==> src/rtl/fm_hop_sequencer.sv <==
// Hop-table frequency sequencer: a wishbone-programmed table of frequency words
// stepped out to the FM generator, one word per hop, with a programmable dwell.
module fm_hop_sequencer #(
    parameter int unsigned accumulator_width = 32,
    parameter int unsigned dwell_width       = 24,
    parameter int unsigned table_log2        = 4
) (
    input  logic                         i_clk,
    input  logic                         i_reset,
    input  logic                         i_wb_cyc,
    input  logic                         i_wb_stb,
    input  logic                         i_wb_we,
    input  logic [4:0]                   i_wb_addr,
    input  logic [31:0]                  i_wb_data,
    output logic                         o_wb_ack,
    output logic                         o_wb_stall,
    output logic [31:0]                  o_wb_data,
    output logic [accumulator_width-1:0] o_freq_word,
    output logic                         o_freq_stb,
    output logic                         o_busy,
    output logic                         o_done
);
    localparam int unsigned table_depth = 1 << table_log2;
    localparam int unsigned len_width   = table_log2 + 1;

    localparam logic [4:0] addr_ctrl   = 5'd0;
    localparam logic [4:0] addr_dwell  = 5'd1;
    localparam logic [4:0] addr_length = 5'd2;
    localparam logic [4:0] addr_status = 5'd3;

    typedef enum logic [1:0] {
        ST_IDLE,
        ST_LOAD,
        ST_DWELL
    } state_t;

    state_t                         state_q, state_d;
    logic [table_log2-1:0]          idx_q, idx_d;
    logic [dwell_width-1:0]         cnt_q, cnt_d;
    logic                           fin_q, fin_d;
    logic                           start_pend_q;

    logic [dwell_width-1:0]         dwell_q;
    logic [len_width-1:0]           length_q;
    logic [len_width-1:0]           len_q;
    logic                           loop_q;
    logic                           sticky_q;
    logic                           status_rd_q;
    logic [accumulator_width-1:0]   table_q [table_depth];

    logic                           wr_c;
    logic                           rd_c;
    logic                           ctrl_wr_c;
    logic                           start_c;
    logic                           stop_c;
    logic [len_width-1:0]           length_wr_c;
    logic [31:0]                    rd_data_c;

    assign o_wb_stall = 1'b0;

    assign wr_c        = i_wb_cyc & i_wb_stb & i_wb_we;
    assign rd_c        = i_wb_cyc & i_wb_stb & ~i_wb_we;
    assign ctrl_wr_c   = wr_c && (i_wb_addr == addr_ctrl);
    // A start is only accepted from a quiet IDLE; otherwise a RUN=1 write just updates LOOP.
    assign start_c     = ctrl_wr_c && i_wb_data[0] && (state_q == ST_IDLE) &&
                         !start_pend_q && (length_q != '0);
    assign stop_c      = ctrl_wr_c && !i_wb_data[0];
    assign length_wr_c = (i_wb_data > 32'(table_depth)) ? len_width'(table_depth)
                                                         : i_wb_data[len_width-1:0];

    // FSM state register
    always_ff @(posedge i_clk) begin
        if (i_reset) begin
            state_q      <= ST_IDLE;
            idx_q        <= '0;
            cnt_q        <= '0;
            fin_q        <= 1'b0;
            start_pend_q <= 1'b0;
        end else begin
            state_q      <= state_d;
            idx_q        <= idx_d;
            cnt_q        <= cnt_d;
            fin_q        <= fin_d;
            start_pend_q <= start_c;
        end
    end

    // Next-state logic; the start write is held one cycle before LOAD
    always_comb begin
        state_d = state_q;
        idx_d   = idx_q;
        cnt_d   = cnt_q;
        fin_d   = 1'b0;
        case (state_q)
            ST_IDLE: begin
                if (start_pend_q && !stop_c) state_d = ST_LOAD;
            end
            ST_LOAD: begin
                state_d = ST_DWELL;
                cnt_d   = (dwell_q == '0) ? '0 : dwell_q - dwell_width'(1);
            end
            ST_DWELL: begin
                if (cnt_q == '0) begin
                    if (len_width'(idx_q) + len_width'(1) < len_q) begin
                        idx_d   = idx_q + table_log2'(1);
                        state_d = ST_LOAD;
                    end else if (loop_q) begin
                        idx_d   = '0;
                        state_d = ST_LOAD;
                    end else begin
                        state_d = ST_IDLE;
                        fin_d   = 1'b1;
                    end
                end else begin
                    cnt_d = cnt_q - dwell_width'(1);
                end
            end
            default: state_d = ST_IDLE;
        endcase
        // A stop aborts silently; any strobe of the current LOAD still goes out
        if (stop_c && (state_q != ST_IDLE)) begin
            state_d = ST_IDLE;
            idx_d   = idx_q;
            fin_d   = 1'b0;
        end
        if (start_c) idx_d = '0;
    end

    // Register read mux
    always_comb begin
        rd_data_c = '0;
        if (i_wb_addr[4]) begin
            rd_data_c = 32'(table_q[i_wb_addr[table_log2-1:0]]);
        end else begin
            case (i_wb_addr)
                addr_ctrl:   rd_data_c = {30'd0, loop_q, o_busy};
                addr_dwell:  rd_data_c = 32'(dwell_q);
                addr_length: rd_data_c = 32'(length_q);
                addr_status: rd_data_c = 32'({sticky_q, idx_q, 3'b000, o_busy});
                default:     rd_data_c = '0;
            endcase
        end
    end

    // Registers, table and registered outputs
    always_ff @(posedge i_clk) begin
        if (i_reset) begin
            o_wb_ack    <= 1'b0;
            o_wb_data   <= '0;
            o_freq_word <= '0;
            o_freq_stb  <= 1'b0;
            o_busy      <= 1'b0;
            o_done      <= 1'b0;
            dwell_q     <= '0;
            length_q    <= '0;
            len_q       <= '0;
            loop_q      <= 1'b0;
            sticky_q    <= 1'b0;
            status_rd_q <= 1'b0;
            for (int unsigned i = 0; i < table_depth; i++) table_q[i] <= '0;
        end else begin
            o_wb_ack    <= i_wb_cyc & i_wb_stb;
            o_wb_data   <= rd_c ? rd_data_c : '0;
            o_freq_stb  <= (state_q == ST_LOAD);
            if (state_q == ST_LOAD) o_freq_word <= table_q[idx_q];
            o_busy      <= (state_d != ST_IDLE);
            o_done      <= fin_q;
            status_rd_q <= rd_c && (i_wb_addr == addr_status);
            if (fin_q)            sticky_q <= 1'b1;
            else if (status_rd_q) sticky_q <= 1'b0;
            if (ctrl_wr_c) loop_q <= i_wb_data[1];
            if (start_c)   len_q  <= length_q;
            if (wr_c && (i_wb_addr == addr_dwell))  dwell_q  <= i_wb_data[dwell_width-1:0];
            if (wr_c && (i_wb_addr == addr_length)) length_q <= length_wr_c;
            if (wr_c && i_wb_addr[4])
                table_q[i_wb_addr[table_log2-1:0]] <= i_wb_data[accumulator_width-1:0];
        end
    end

endmodule
==> config.mk <==
export PLATFORM = sky130hd
export DESIGN_NAME = fm_hop_sequencer
export DESIGN_NICKNAME = d
export VERILOG_FILES = /design/src/rtl/fm_hop_sequencer.sv
export SDC_FILE = /design/constraint.sdc
export NUM_CORES = 1
export LEC_CHECK = 0
export BUFFER_PORTS_ARGS = -buffer_cell sky130_fd_sc_hd__buf_2
export CAP_MARGIN = 15
export CORE_MARGIN = 3
export CORE_UTILIZATION = 52
export DETAILED_ROUTE_END_ITERATION = 8
export PLACE_DENSITY_LB_ADDON = 0.08
export SYNTH_ARGS = -nofsm -noshare
export SYNTH_HDL_FRONTEND = slang
export SYNTH_SLANG_ARGS = --single-unit
==> constraint.sdc <==
create_clock -name i_clk -period 10.9 [get_ports i_clk]
set_input_delay 2.18 -clock i_clk [delete_from_list [all_inputs] [get_ports i_clk]]
set_output_delay 2.18 -clock i_clk [all_outputs]
set_load 0.005 [all_outputs]
Yosys cells after proc, flatten, opt, wreduce, memory -nomap -nowiden
Memory sizes are Yosys's and may differ from the RTL's. A register that Yosys moved wholly into a read port is not among the register bits.
Index checks and enable logic that the tools add are counted.
Widths: inputs -> output; s select.
Word-level totals
  flip-flop bits (word level): 105
  memory bits (writable): 512
  input bits: 42
  output and inout port bits: 69
  word-level logic and storage cells: 93
  memories kept: 1
Memory list
  table_q: depth 16, bits a word 32, read ports 2, clocked after Yosys merged registers in 1, wr ports 16, RTL line 49  | logic [accumulator_width-1:0] table_q [table_depth];
Cells by class
  add/sub/neg operators: 4
  $lt $le $gt $ge: 2
  equal/unequal tests: 6
  mux-type cells: 25
  bitwise gates (word level): 8
  reductions and logical operators: 31
Operators with widths (count)
  $pmux 24 s4: 1
  $mux 32: 2
  $logic_not 24->1: 2
  $mux 24: 2
  $pmux 24 s2: 1
  $sub 24x1->24 const B: 2
  $gt 32x5->1 const B: 1
  $reduce_or 32->1: 1
  $logic_and 1x1->1: 12
  $mux 4: 3
  $mux 1: 11
  $eq 5x2->1 const B: 2
  $reduce_bool 2->1: 5
  $mux 2: 3
  $pmux 2 s3: 1
  $add 4x1->5 const B: 1
  $eq 5x1->1 const B: 1
  $logic_not 5->1: 1
  $lt 5x5->1: 1
  $mux 5: 1
  $not 1->1: 5
  $reduce_bool 5->1: 1
  $reduce_or 5->1: 1
  $add 4x1->4 const B: 1
  other kinds (9): 14

Logic depth before layout (Yosys ltp)
  depth in word-level cells: 10
  gate-level depth with buffers: 10
  gate-level depth less buffers: 9

Worst setup path before layout
Ideal clock, no wire load.
  path kind: input -> register
  start: input i_wb_addr[3]
  end: memory table_q[15][0], enable pin
  setup time: 466 ps
  data arrival time: 5840 ps
  required time: 10434 ps
  path slack: 4595 ps
  stages on the path: 5
  buffers on the path: 3
  cells stage by stage: clkbuf_1 -> buf_1 -> nand2_1 -> clkbuf_1 -> o21ai_0
RTL lines
  start, declared: RTL line 13  | input logic [4:0] i_wb_addr,
  end, declared: RTL line 49

Worst setup path in the final report
  start: input i_wb_addr[0]
  end: register o_wb_data[27]
On the way
  cells in the longest elaborated chain, start to end: 2
RTL lines
  $mem_v2 16x32
  $mux 32: RTL line 132  | if (i_wb_addr[4]) begin
  end signal, assigned: RTL line 163  | o_wb_data <= rd_c ? rd_data_c : '0;
  end, declared: RTL line 17  | output logic [31:0] o_wb_data,
No other way between the ends.
A chain may end at the register's enable or synchronous reset.

==> summary.txt <==
Clocking
  • CTS tree: done
  • Total CTS buffers: 73
  • H-Tree Depth: 3
  • Root Driver: clkbuf_16
  • CTS hold repair buffers: 0
  • CTS max path bufs: 3
  • Sink Count: 649
  • Worst-path clk slew: 0.06 ns
  • Post-CTS resize count: 0
  • Buffer count from post-CTS setup fixing: 0
  • Clk_lat worst skew: 0.62 ns

Floorplanning
  • Core area: 62200 µm²
  • Starting Density: 53.0%
  • # IOs: 111
  • Die ar.: 66500 µm²
  • Die extent in x: 258 µm
  • Core Rows: 91
  • Die height: 258 µm

Critical path
  • Crit Path Category: in -> reg
  • CP max stage cell: buf_4
  • CP Cell Sequence: buf_8, buf_4, buf_4, mux4_2, mux4_2, nor2b_1
  • CP top delay family: buffers and inverters
  • Slowest cell delay on critical path: 0.90 ns
  • Worst path bufs/invs: 3
  • CP Max Fanout: 49
  • CP Capture Type: flip-flop
  • Critical Path AT: 5.69 ns
  • CP Launch Type: primary input
  • WP data required: 11.37 ns

Logic synthesis
  • Count leader, synth: edfxtp_1
  • Post-synth top area share: 46.6%
  • Syn Nets: 2416
  • Largest area contributor in the netlist: edfxtp_1
  • Synth area leaders: edfxtp_1 (47%), mux4_2 (22%), and2_1 (9.2%)
  • Post-synth ARST share: 0%
  • Synth unique cells: 72
  • Main synth FF type: edfxtp_1
  • Register area share after synthesis: 54.9%
  • Ys Warns: 0
  • FF+latch count, synth: 649
  • EDFF count, synth: 512
  • Mapped cell area: 33000 µm²
  • Syn avg cell area: 13.9 µm²
  • Post-Synthesis Cells: 2366
  • Top cells by count, synth: edfxtp_1 (512), and2_1 (484), mux4_2 (320)

Drt
  • 1st-pass router iterations: 5
  • Routed WL per cell: 31.5 µm
  • # DRC: 0
  • Routed via count: 21600
  • Final ANT Viol Nets: 0
  • Post-Route WL: 103 mm
  • DRT iter0 DRCs: 2766
  • Vias per std cell: 6.59

Timing
  • RSZ-0062 raised after global routing: false
  • Final setup fails: 0
  • Final Hold Viols: 0
  • Clock skew: 0.0246 ns
  • Post-layout min period: 5.23 ns
  • Fin. max-slew vios: 0
  • Slew @ Worst Pin: 1.20 ns
  • TNS Setup: 0 ns
  • Top achievable clock speed: 0.191 GHz
  • Final WS setup: 5.67 ns
  • Fin crit share: 47.9%
  • Slew HR: 20.0%

Pwr
  • Pwr dens: 155 nW/µm²
  • Peak VDD IR: 0.107 mV
  • P_leak: 0.0126 µW

Run
  • Number of max-cap violations: 0

Placed design
  • HPWL after DPL: 57.2 mm
  • Placed Area: 34400 µm²
  • GPL Wtd Cong: 0.856
  • Port bufs: 109
  • Pre-CTS setup slack: 4.96 ns

Finish
  • Net count, final: 2432
  • Layout cells sized above 1: 26.6%
  • Layout filler cell count: 4867
  • Design area: 36900 µm²
  • Final core occ: 59.4%
  • Area growth, synth to finish: 12.0%

Worst hold path
  • Hold/Removal Path Class: reg -> reg

Global routing
  • Vias in the first global route: 21700
  • Largest net degree at the start of global routing: 76
  • First-pass GRT wire length: 151 mm
  • Remaining Overflow, GRT: 0
  • Initial antenna violation count: 6
  • GR Util All Layers: 31.4%

Outcome
  • Status: complete, no violations
[per-layer routing]
metal	track usage (%)	wire length, µm	vias up
li1	-	-	9018
met1	43.8	40500	11300
met2	50.7	49900	1139
met3	5.63	9800	189
met4	10.4	3060	2
met5	0	13	-
[metrics by stage]
stage	cells	hold WS [ns]	power [µW]
6_report	3283	0.451	5730
5_1_grt	3279	0.468	5890
3_3_place_gp	3143	0.439	3240
2_1_floorplan	2366	0.429	3100
3_5_place_dp	3143	0.446	3260
4_1_cts	3278	0.454	5750
[final cells by class]
cell class	count	area, µm²	area share (%)
flip-flops and latches	649	18100	49.1
multi-input cells	1450	14100	38.2
clock buffers	110	2240	6.06
well taps	837	1050	2.84
repair buffers	166	1010	2.75
clock inverters	25	223	0.603
inverters	42	158	0.427
diodes	4	10.0	0.0271
[worst min-delay path, stage by stage, from the launching register on]
cell     delay [ns]
dfxtp_1        0.30
nand2_1        0.05
a21oi_1        0.05
[cell families (layout without fill, tap and decap cells)]
kind of cell | count (synthesis) | count (layout) | share of synthesized area, %
AND/OR/NAND/NOR | 869 | 869 | 14.9
flip-flops | 649 | 649 | 54.9
multiplexers | 328 | 328 | 22.1
buffers and inverters | 267 | 343 | 3.11
AO/OA/AOI/OAI | 231 | 231 | 4.27
XOR/XNOR | 13 | 13 | 0.345
adder cells (fa/ha/maj) | 8 | 8 | 0.304
other | 1 | 5 | 0.0114
[where the power goes]
part	internal, µW	total [µW]	switching (µW)
Combinational	170	389	218
Clock	1510	2520	1010
Sequential	2770	2820	52.4
Total	4450	5730	1280
[layout by cell type (no fill, tap or decap), drive strengths merged, types with 6 or more instances in the layout]
cell type,n
mux4,320
nor2b,16
clkbuf,110
o21ai,67
o21a,6
nand3,12
or2,10
buf,166
nor2,53
a31oi,10
inv,41
nor4,23
o211ai,11
nand4,10
edfxtp,512
clkinv,21
dfxtp,137
or4,16
xor2,12
and2,484
nand2b,7
nor3,55
mux2i,7
and3,8
nand2,151
a21oi,77
a22oi,12
ha,8
[flip-flops by register name, summed over array words and instances (netlist names), 2 cells and up]
name,flops
table_q,512
o_freq_word,32
o_wb_data,32
cnt_q,24
dwell_q,24
len_q,5
length_q,5
idx_q,4
state_q,2
[final timing paths]
check | start | to | slack [ns] | cells after the start
setup reg to reg | idx_q[1] | o_freq_word[21] | 7.20 | 6
hold reg to reg | o_freq_word[16] | o_freq_word[16] | 0.45 | 2
setup / recovery | i_wb_addr[0] | o_wb_data[27] | 5.67 | 6
hold / removal | o_freq_word[16] | o_freq_word[16] | 0.45 | 2
Note: power is estimated with default switching activity, not from simulation.
